===== src/rtl/pu_mux_if.sv =====
// pu_mux_if: bus-side load/selector/OE signals and OR-able result outputs of the mux PU.
interface pu_mux_if #(parameter int W = 32, parameter int WA = 4);
  logic signal_load;
  logic signal_sel;
  logic [1:0] signal_mode;
  logic [W-1:0] data_in;
  logic [WA-1:0] attr_in;
  logic signal_oe;
  logic [W-1:0] data_out;
  logic [WA-1:0] attr_out;
  modport master (
    output signal_load, signal_sel, signal_mode, data_in, attr_in, signal_oe,
    input data_out, attr_out
  );
  modport slave (
    input signal_load, signal_sel, signal_mode, data_in, attr_in, signal_oe,
    output data_out, attr_out
  );
endinterface


===== src/rtl/pu_mux_unit.sv =====
// pu_mux_unit: N-slot bus multiplexer PU; drives the selected slot when OE, zero otherwise.
module pu_mux_unit #(
  parameter int W = 32,
  parameter int WA = 4,
  parameter int N = 4,
  parameter int SW = $clog2(N)
) (
  input logic clk,
  input logic rst,
  pu_mux_if.slave bus
);
  logic [W-1:0] slot_data [N];
  logic [WA-1:0] slot_attr [N];
  logic [SW:0] wp;
  logic [SW:0] wp_inc;
  logic [SW:0] wp_next;
  logic [SW-1:0] idx;
  logic [1:0] md;
  logic [W-1:0] sel_data;
  logic [WA-1:0] sel_attr;
  logic slot_load;
  logic idx_load;
  always_comb begin
    slot_load = bus.signal_load && !bus.signal_sel;
    idx_load = bus.signal_load && bus.signal_sel;
    wp_inc = wp + 1'b1;
    // wp never exceeds N-1, so its top bit after increment flags the wrap
    wp_next = bus.signal_oe ? '0 : slot_load ? (wp_inc[SW] ? '0 : wp_inc) : wp;
    sel_data = bus.signal_oe && md[1] ? slot_data[idx] : '0;
    sel_attr = bus.signal_oe && md[0] ? slot_attr[idx] : '0;
  end
  always_ff @(posedge clk) begin
    if (rst) begin
      wp <= '0;
      idx <= '0;
      md <= '0;
      bus.data_out <= '0;
      bus.attr_out <= '0;
      for (int i = 0; i < N; i++) begin
        slot_data[i] <= '0;
        slot_attr[i] <= '0;
      end
    end else begin
      wp <= wp_next;
      bus.data_out <= sel_data;
      bus.attr_out <= sel_attr;
      if (idx_load) begin
        idx <= bus.data_in[W-2 -: SW];
        md <= bus.signal_mode;
      end
      if (slot_load) begin
        slot_data[wp[SW-1:0]] <= bus.data_in;
        slot_attr[wp[SW-1:0]] <= bus.attr_in;
      end
    end
  end
endmodule


===== src/flat_wrapper.sv =====
// flat-port wrapper written by rule: the top's interface ports become plain ports
module pu_mux_unit_flat 
#(
  parameter int W = 32,
  parameter int WA = 4,
  parameter int N = 4,
  parameter int SW = $clog2(N)
)
  (clk, rst, bus_signal_load, bus_signal_sel, bus_signal_mode, bus_data_in, bus_attr_in, bus_signal_oe, bus_data_out, bus_attr_out);
  pu_mux_if #(.W(W), .WA(WA)) bus_i ();
  input logic clk;
  input logic rst;
  input wire logic [$bits(bus_i.signal_load)-1:0] bus_signal_load;
  input wire logic [$bits(bus_i.signal_sel)-1:0] bus_signal_sel;
  input wire logic [$bits(bus_i.signal_mode)-1:0] bus_signal_mode;
  input wire logic [$bits(bus_i.data_in)-1:0] bus_data_in;
  input wire logic [$bits(bus_i.attr_in)-1:0] bus_attr_in;
  input wire logic [$bits(bus_i.signal_oe)-1:0] bus_signal_oe;
  output wire logic [$bits(bus_i.data_out)-1:0] bus_data_out;
  output wire logic [$bits(bus_i.attr_out)-1:0] bus_attr_out;
  assign bus_i.signal_load = bus_signal_load;
  assign bus_i.signal_sel = bus_signal_sel;
  assign bus_i.signal_mode = bus_signal_mode;
  assign bus_i.data_in = bus_data_in;
  assign bus_i.attr_in = bus_attr_in;
  assign bus_i.signal_oe = bus_signal_oe;
  assign bus_data_out = bus_i.data_out;
  assign bus_attr_out = bus_i.attr_out;
  pu_mux_unit #(.W(W), .WA(WA), .N(N), .SW(SW)) u_core (.clk(clk), .rst(rst), .bus(bus_i));
endmodule

===== config.mk =====
export PLATFORM = sky130hd
export DESIGN_NAME = pu_mux_unit_flat
export DESIGN_NICKNAME = d
export VERILOG_FILES = /design/src/rtl/pu_mux_if.sv /design/src/rtl/pu_mux_unit.sv /design/src/flat_wrapper.sv
export SDC_FILE = /design/constraint.sdc
export NUM_CORES = 1
export LEC_CHECK = 0
export BUFFER_PORTS_ARGS = -buffer_cell sky130_fd_sc_hd__buf_2
export CORE_ASPECT_RATIO = 1.75
export CORE_MARGIN = 4
export CORE_UTILIZATION = 53
export CTS_CLUSTER_SIZE = 28
export DETAILED_ROUTE_END_ITERATION = 10
export PLACE_DENSITY = 0.85
export SYNTH_ARGS = -nofsm -noshare
export SYNTH_HDL_FRONTEND = slang
export SYNTH_SLANG_ARGS = --single-unit

===== constraint.sdc =====
create_clock -name clk -period 2.1 [get_ports clk]
set_clock_uncertainty 0.1 [all_clocks]
set_input_delay 0.21 -clock clk [delete_from_list [all_inputs] [get_ports clk]]
set_output_delay 0.21 -clock clk [all_outputs]
set_load 0.005 [all_outputs]

* After elaboration in Yosys (flattened, before gate mapping)
Memories as Yosys holds them, arrays and structs flattened. A register that Yosys moved wholly into a read port is not among the register bits.
Cells that the tools add are included.
** Word-level totals
- Memories kept :: 2
- Bits in writable memories :: 144
- Bits in read-only memories :: 0
- Output and inout bits :: 36
- Logic and storage cells :: 30
- Latch bits :: 0
- Input bits :: 43
- Register bits after elaboration :: 7
** Memories
- u_core.slot_data :: words 4, width 32, rd ports 1, clocked after memory_dff 1, write ports 4, RTL line pu_mux_unit.sv:12 : logic [W-1:0] slot_data [N];
- u_core.slot_attr :: words 4, width 4, rd ports 1, clocked after memory_dff 1, write ports 4, RTL line pu_mux_unit.sv:13 : logic [WA-1:0] slot_attr [N];
** Operators by class
- Add/subtract/negate cells :: 1
- Bitwise gates (word level) :: 2
- Reductions and logical operators :: 10
- Muxes and demuxes :: 12
- Multiply operators :: 0
- Equality and inequality tests :: 0
- Shifts and indexed selects :: 0
- $lt $le $gt $ge :: 0
- Div/mod/pow operators :: 0
** Operators by type and width (count)
- 32-bit two-way mux :: 1
- 32-bit OR reduction :: 1
- 1-bit two-way mux :: 7
- 2-bit two-way mux :: 3
- 2-bit OR reduction :: 3
- 1-bit logical AND :: 4
- 4-bit two-way mux :: 1
- 4-bit OR reduction :: 1
- 3-bit by 1-bit adder with 3-bit output, second input constant :: 1
- 1-bit NOT :: 2
- 1-bit zero test :: 1

* Longest topological paths before layout
Gate-level depths: netlist (run 1).
- Depth in word-level cells :: 7
- Depth in mapped cells :: 6
- Depth with buffers taken out :: 4

* Worst setup path before layout (run 1)
No wires, ideal clock.
- Path kind :: input port to flip-flop
- Start :: input bus_signal_sel
- End :: memory u_core.slot_attr[0][0], enable pin
- Stages on the path :: 4
- Required time :: 1.623 ns
- Library setup time :: 0.377 ns
- Path slack :: -0.012 ns
- Arrival :: 1.635 ns
- Path buffers :: 1
- Cell sequence :: buf_2 > or3b_4 > nor3_4 > or2_2
** RTL lines
- start, declared :: RTL line flat_wrapper.sv:14 : input wire logic [$bits(bus_i.signal_sel)-1:0] bus_signal_sel;
- end, declared :: RTL line pu_mux_unit.sv:13

* Worst setup path after layout (run 1)
- Start :: input bus_signal_oe
- End :: register u_core.bus.data_out[30], read port of u_core.slot_data
** Between the ends
- Word-level cells in the longest chain between the ends :: 3
** RTL lines
- start, declared :: RTL line flat_wrapper.sv:18 : input wire logic [$bits(bus_i.signal_oe)-1:0] bus_signal_oe;
- 1-bit logical AND :: RTL line pu_mux_unit.sv:29 : sel_data = bus.signal_oe && md[1] ? slot_data[idx] : '0;
- 1-bit NOT (no source line)
- 2-bit OR reduction (no source line)
- end, declared :: RTL line pu_mux_if.sv:17 : output data_out, attr_out
No other way between the ends.
A chain may end at the register's enable or synchronous reset.

==> impl_metrics.tcl, run 1 <==
set metrics [dict create \
    clkTransAtPathRegs_ns 0.07 \
    clock-root-buffer "sky130_fd_sc_hd__clkbuf_16" \
    async_flop_share_pct 0 \
    route.detailed.wl_per_inst_um 18.9 \
    synth_sequential_area_ratio_pct 69.4 \
    die_area_sq_um 16100 \
    multi_input_comb_area_sq_um 2110 \
    fp.dieH_um 165 \
    fill_cells 965 \
    rrSetupSlack_ns 0.48 \
    avgViaCountPerCell 5.42 \
    timing_worst_setup_path_type "input port to register" \
    run_status "finished, final reports clean" \
    cell_internal_pwr_mw 6.24 \
    via_count 4339 \
    wirelength_um 15100 \
    ports_placed_on_the_boundary 79 \
    syn_avg_cell_area_sq_um 14.8 \
    worstPathRequired_ns 2.34 \
    worstSetupEndpointType "register" \
    leakage_nw 3.37 \
    timing.critical_path.slowest_stage_cell "sky130_fd_sc_hd__dlygate4sd3_1" \
    slew_headroom_pct 61.6 \
    finalHoldViolCount 0 \
    number_of_enable_type_register_cells_in_the_synthesized_netlist 144 \
    clock_sink_count 186 \
    synthDistinctLibCells 25 \
    crit_path_start_kind "input port" \
    max_freq_ghz 0.525 \
    total_power_mw 7.91 \
    report.final.setup_viol 0 \
    timing.critical_path.slowest_cell_delay_ns 0.51 \
    tritoncts "built" \
    clk_latency_ns 0.43 \
    grt_max_degree 74 \
    timing.critical_path.arrival_ns 2.15 \
    postLayoutCoreUtil_pct 64.8 \
    design.core.area_sq_um 13800 \
    global_route_wire_length_before_repair_um 24100 \
    hold_path_class "input port to register" \
    area.growth.synth_to_final_pct 20.5 \
    gpl.final_weighted_congestion 0.820 \
    max_cap_violation_count 0 \
    synthCells 502 \
    postSynthRegisterBits 186 \
    detailed_router_s_first_iteration_violation_count 321 \
    drive_above_1_share_pct 23.4 \
    ctsLongestPathBuffers 2 \
    timing_worst_slew_pin_value_ns 0.575 \
    net_count_synth 546 \
    placedCellCount 742 \
    post_cts_resized 0 \
    port-buffer-count 78 \
    placement_rows 57 \
    cts-htree-levels 4 \
    globalRoute.totalOverflow 0 \
    layout.cells.non_filler 801 \
    drt_drc_violations_left 0 \
    cell_with_the_most_instances_after_synthesis "sky130_fd_sc_hd__edfxtp_1" \
    drtPass1Iterations 4 \
    antenna_found_initial 0 \
    tritoncts.num_buffers 17 \
    grt_usage_pct 19.6 \
    place.detailed.hpwl_um 8930 \
    critPathMaxFanout 20 \
    synthTopCellsByArea "sky130_fd_sc_hd__edfxtp_1, sky130_fd_sc_hd__dfxtp_1, sky130_fd_sc_hd__and2_1, sky130_fd_sc_hd__mux2i_1, sky130_fd_sc_hd__o22ai_1" \
    number_of_global_route_vias_before_repair 4724 \
    netlist_top_cells_count "sky130_fd_sc_hd__edfxtp_1, sky130_fd_sc_hd__and2_1, sky130_fd_sc_hd__mux2i_1, sky130_fd_sc_hd__dfxtp_1, sky130_fd_sc_hd__o22ai_1" \
    vdd_drop_max_mv 0.566 \
    switching_share_of_power_pct 21.1 \
    drtAntennaViolNets 0 \
    initial_core_util_pct 53.8 \
    final_setup_tns_ns 0 \
    nets 655 \
    ys.warnings.count 0 \
    dieWidth_um 97.6 \
    synthFlopType "sky130_fd_sc_hd__edfxtp_1" \
    rsz0062_at_grt "false" \
    power_frac_seq_pct 52.6 \
    slew_violations 0 \
    finalCriticalPeriod_ns 1.90 \
    syn-cell-area_sq_um 7440 \
    antenna-diode-count 0 \
    post-route-period-util_pct 90.6 \
    crit_path_cell_trace "dlygate4sd3_1, buf_2, nor2b_1, nand3_2, buf_4, o22ai_1" \
    net-switching-power_mw 1.67 \
    power_frac_clock_pct 42.1 \
    seqCellArea_sq_um 5170 \
    combPwrFrac_pct 5.3 \
    synth_largest_area_cell "sky130_fd_sc_hd__edfxtp_1" \
    synth_largest_type_area_fraction_pct 58.1 \
    pwr_density_cell_nw_per_um2 882 \
]
==> path summary, 6_finish.rpt <==
check                       start                 endpoint  depth (start not counted)
hold / removal    bus_data_in[26]  u_core.slot_data[1][26]                          2
setup / recovery    bus_signal_oe  u_core.bus.data_out[30]                          6
hold reg to reg      u_core.md[0]             u_core.md[0]                          2
setup reg to reg     u_core.wp[0]  u_core.slot_data[2][13]                          4
==> state kept, by name, indices dropped and copies added, names as in the netlist <==
name / cells
u_core.slot_data: 128
u_core.bus.data_out: 32
u_core.wp: 2
u_core.bus.attr_out: 4
u_core.slot_attr: 16
u_core.md: 2
u_core.idx: 2
==> per-stage QoR <==
step                      hold slack, ns  setup slack, ns  area [sq um]
after floorplan                    0.187            0.171          7450
after global placement             0.309            0.276          8080
after detailed placement           0.325            0.211          8080
after CTS                        0.00175            0.226          8970
after global routing             0.00495           0.0840          8970
final                            0.00261            0.196          8970
==> layer usage <==
layer	track usage (%)	routed length, um	vias to the layer above
li1	-	-	2041
met1	20.9	5640	2141
met2	36.6	8470	129
met3	4.65	639	28
met4	8.76	356	0
met5	0	0	-
==> worst max-delay path, delay by kind of cell <==
kind | cells | cell delay, ns
compound gates | 1 | 0.13
buf+inv | 3 | 1.00
simple gates | 2 | 0.80
==> power groups by stage <==
stage,registers [mW],logic (mW),clock network [mW]
global route,4.17,0.458,3.52
floorplan,4.22,0.222,0
finish,4.16,0.423,3.33
detailed placement,4.24,0.381,0
CTS,4.16,0.425,3.35
global placement,4.23,0.361,0
==> layout make-up <==
cell class / instances / area share (%)
clock inverter: 14 / 2.04
clock buffer: 18 / 4.90
multi-input combinational: 286 / 23.6
tap: 177 / 2.47
timing repair buffer: 119 / 9.37
sequential: 186 / 57.6
inverter: 1 / 0.0418
==> layout by cell type (no fill, tap or decap), types with 3 or more instances in the layout <==
cell type                         n
sky130_fd_sc_hd__buf_2           78
sky130_fd_sc_hd__dfxtp_1         41
sky130_fd_sc_hd__bufinv_16        3
sky130_fd_sc_hd__a21oi_1          4
sky130_fd_sc_hd__and2_2          12
sky130_fd_sc_hd__dlygate4sd3_1   27
sky130_fd_sc_hd__buf_12           6
sky130_fd_sc_hd__mux2i_1         74
sky130_fd_sc_hd__o22ai_1         36
sky130_fd_sc_hd__edfxtp_1       144
sky130_fd_sc_hd__nand2_1          5
sky130_fd_sc_hd__clkbuf_16       17
sky130_fd_sc_hd__inv_6            6
sky130_fd_sc_hd__buf_4            8
sky130_fd_sc_hd__and2_1         132
sky130_fd_sc_hd__nand3_1          5
==> kinds of logic after synthesis <==
logic type                 count (synthesis)  share of synthesized area (%)
and+or+nand+nor                          169                           14.6
AOI/OAI and AO/OA                         42                           3.53
muxes                                     74                           9.95
buffers and inverters                     30                           2.32
DFF                                      186                           69.4
adders and majority gates                  1                          0.168
==> repair_timing <==
item	4_1_cts	5_1_grt
endpoints found under the hold margin	58	0
hold buffers	27	0
setup buffers	0	0
(Power assumes the default switching activity.)
==> inputs of run 2 (changes only) <==
--- a/config.mk
+++ b/config.mk
@@ -9,9 +9,11 @@
 export CORE_ASPECT_RATIO = 1.75
 export CORE_MARGIN = 4
 export CORE_UTILIZATION = 53
+export CTS_BUF_LIST = sky130_fd_sc_hd__clkbuf_16
 export CTS_CLUSTER_SIZE = 28
 export DETAILED_ROUTE_END_ITERATION = 10
 export PLACE_DENSITY = 0.85
+export RECOVER_POWER = 50
 export SYNTH_ARGS = -nofsm -noshare
 export SYNTH_HDL_FRONTEND = slang
 export SYNTH_SLANG_ARGS = --single-unit
==> impl_metrics.tcl, run 2 (same netlist as run 1, synthesis figures left out) <==
set metrics [dict create \
    grt_max_degree 74 \
    globalRoute.totalOverflow 0 \
    vdd_drop_max_mv 0.569 \
    run_status "finished, final reports clean" \
    drtPass1Iterations 4 \
    clock-root-buffer "sky130_fd_sc_hd__clkbuf_16" \
    via_count 4364 \
    grt_usage_pct 19.6 \
    ports_placed_on_the_boundary 79 \
    clock_sink_count 186 \
    final_cell_mix "sky130_fd_sc_hd__edfxtp_1, sky130_fd_sc_hd__and2_1, sky130_fd_sc_hd__mux2i_1" \
    rsz0062_at_grt "false" \
    drive_above_1_share_pct 18.6 \
    finalHoldViolCount 0 \
    max_cap_violation_count 0 \
    timing.critical_path.slowest_cell_delay_ns 0.63 \
    port-buffer-count 78 \
    design.core.area_sq_um 13800 \
    largest_register "u_core.slot_data" \
    antenna-diode-count 0 \
    timing_worst_setup_path_type "input port to register" \
    drtAntennaViolNets 0 \
    report.final.setup_viol 0 \
    biggestRegsByFlops "u_core.slot_data x128, u_core.bus.data_out x32, u_core.slot_attr x16" \
    global_route_wire_length_before_repair_um 24100 \
    layout_commonest_cell "sky130_fd_sc_hd__edfxtp_1" \
    drt_drc_violations_left 0 \
    timing.critical_path.arrival_ns 1.99 \
    timing.critical_path.slowest_stage_cell "sky130_fd_sc_hd__or2_1" \
    rrSetupSlack_ns 0.20 \
    final_setup_tns_ns 0 \
    tritoncts "built" \
    pwr_density_cell_nw_per_um2 886 \
    area.growth.synth_to_final_pct 19.2 \
    crit_path_start_kind "input port" \
    leakage_nw 3.21 \
    clkTransAtPathRegs_ns 0.07 \
    met3RoutedLength_um 810 \
    initial_core_util_pct 53.8 \
    critPathMaxFanout 14 \
    worstSetupEndpointType "register" \
    layout.cell_area.non_filler_sq_um 8870 \
    fp.dieH_um 165 \
    largest_register_ff_count 128 \
    nets 655 \
    antenna_found_initial 0 \
    dieWidth_um 97.6 \
    place.detailed.hpwl_um 8930 \
    clk_latency_ns 0.43 \
    placement_rows 57 \
    worstPathRequired_ns 2.13 \
    max_freq_ghz 0.511 \
    slew_violations 0 \
    postLayoutCoreUtil_pct 64.1 \
    met2_length_um 8450 \
    die_area_sq_um 16100 \
    total_power_mw 7.86 \
    ctsLongestPathBuffers 2 \
    hold_path_class "input port to register" \
    crit_path_cell_trace "clkbuf_1, or3b_1, nor3_4, or2_1, buf_12" \
    detailed_router_s_first_iteration_violation_count 319 \
    metal1_wirelength_um 5500 \
    placement.cell_area_sq_um 8080 \
    wirelength_um 15200 \
    finalCriticalPeriod_ns 1.96 \
    number_of_global_route_vias_before_repair 4726 \
    tritoncts.num_buffers 17 \
    post-route-period-util_pct 93.2 \
    finalHoldWorstSlack_ns 0.000506 \
    avgViaCountPerCell 5.45 \
    timing_worst_slew_pin_value_ns 0.906 \
    cts_setup_buffers 0 \
    highest_layer "met4" \
    cts-htree-levels 4 \
    route.detailed.wl_per_inst_um 18.9 \
    slew_headroom_pct 39.6 \
    gpl.final_weighted_congestion 0.820 \
]
## run 2: cell count changes in the layout (fill, tap and decap cells not counted), sizes merged
cell	delta
buf	-30
clkbuf	+29
clkinv	+1
## run 2: repair_timing
action                    CTS  global route
hold buffers               27             0
resized for setup           0             0
hold endpoints to repair   58             0
## run 2: worst paths after layout
kind | start | end | depth (start not counted)
worst min-delay path | bus_data_in[26] | u_core.slot_data[1][26] | 2
worst max-delay path | rst | u_core.slot_attr[0][2] | 5
worst max register to register | u_core.wp[1] | u_core.slot_attr[0][2] | 3
worst min register to register | u_core.md[0] | u_core.md[0] | 2
## run 2: power breakdown
part | switching, mW | leakage [nW] | internal [mW]
registers | 0.0485 | 1.80 | 4.11
logic | 0.231 | 1.12 | 0.177
clock network | 1.39 | 0.295 | 1.90
total | 1.67 | 3.21 | 6.19
## run 2: cell type report
| cell class | count | area, sq um |
|---|---|---|
| clock buffer | 17 | 425 |
| clock inverter | 15 | 186 |
| fill | 989 | 4960 |
| inverter | 1 | 3.75 |
| multi-input combinational | 286 | 2100 |
| sequential | 186 | 5170 |
| tap | 177 | 221 |
| timing repair buffer | 119 | 769 |
## run 2: layer usage
| metal | vias up | GRT usage (%) |
|---|---|---|
| met3 | 36 | 4.69 |
| met1 | 2138 | 20.8 |
| met5 | - | 0 |
| met4 | 0 | 8.76 |
| met2 | 153 | 36.6 |
| li1 | 2037 | - |
## run 2: worst max-delay path, delay by kind of cell
family / cells / cell delay (ns)
AND/OR/NAND/NOR: 3 / 1.31
buffers and inverters: 2 / 0.47
## run 2: stage by stage
| stage | setup slack [ns] | instances |
|---|---|---|
| after CTS | 0.226 | 801 |
| after detailed placement | 0.211 | 742 |
| after global placement | 0.276 | 742 |
| after global routing | 0.0459 | 801 |
| after floorplan | 0.171 | 502 |
| final | 0.144 | 801 |
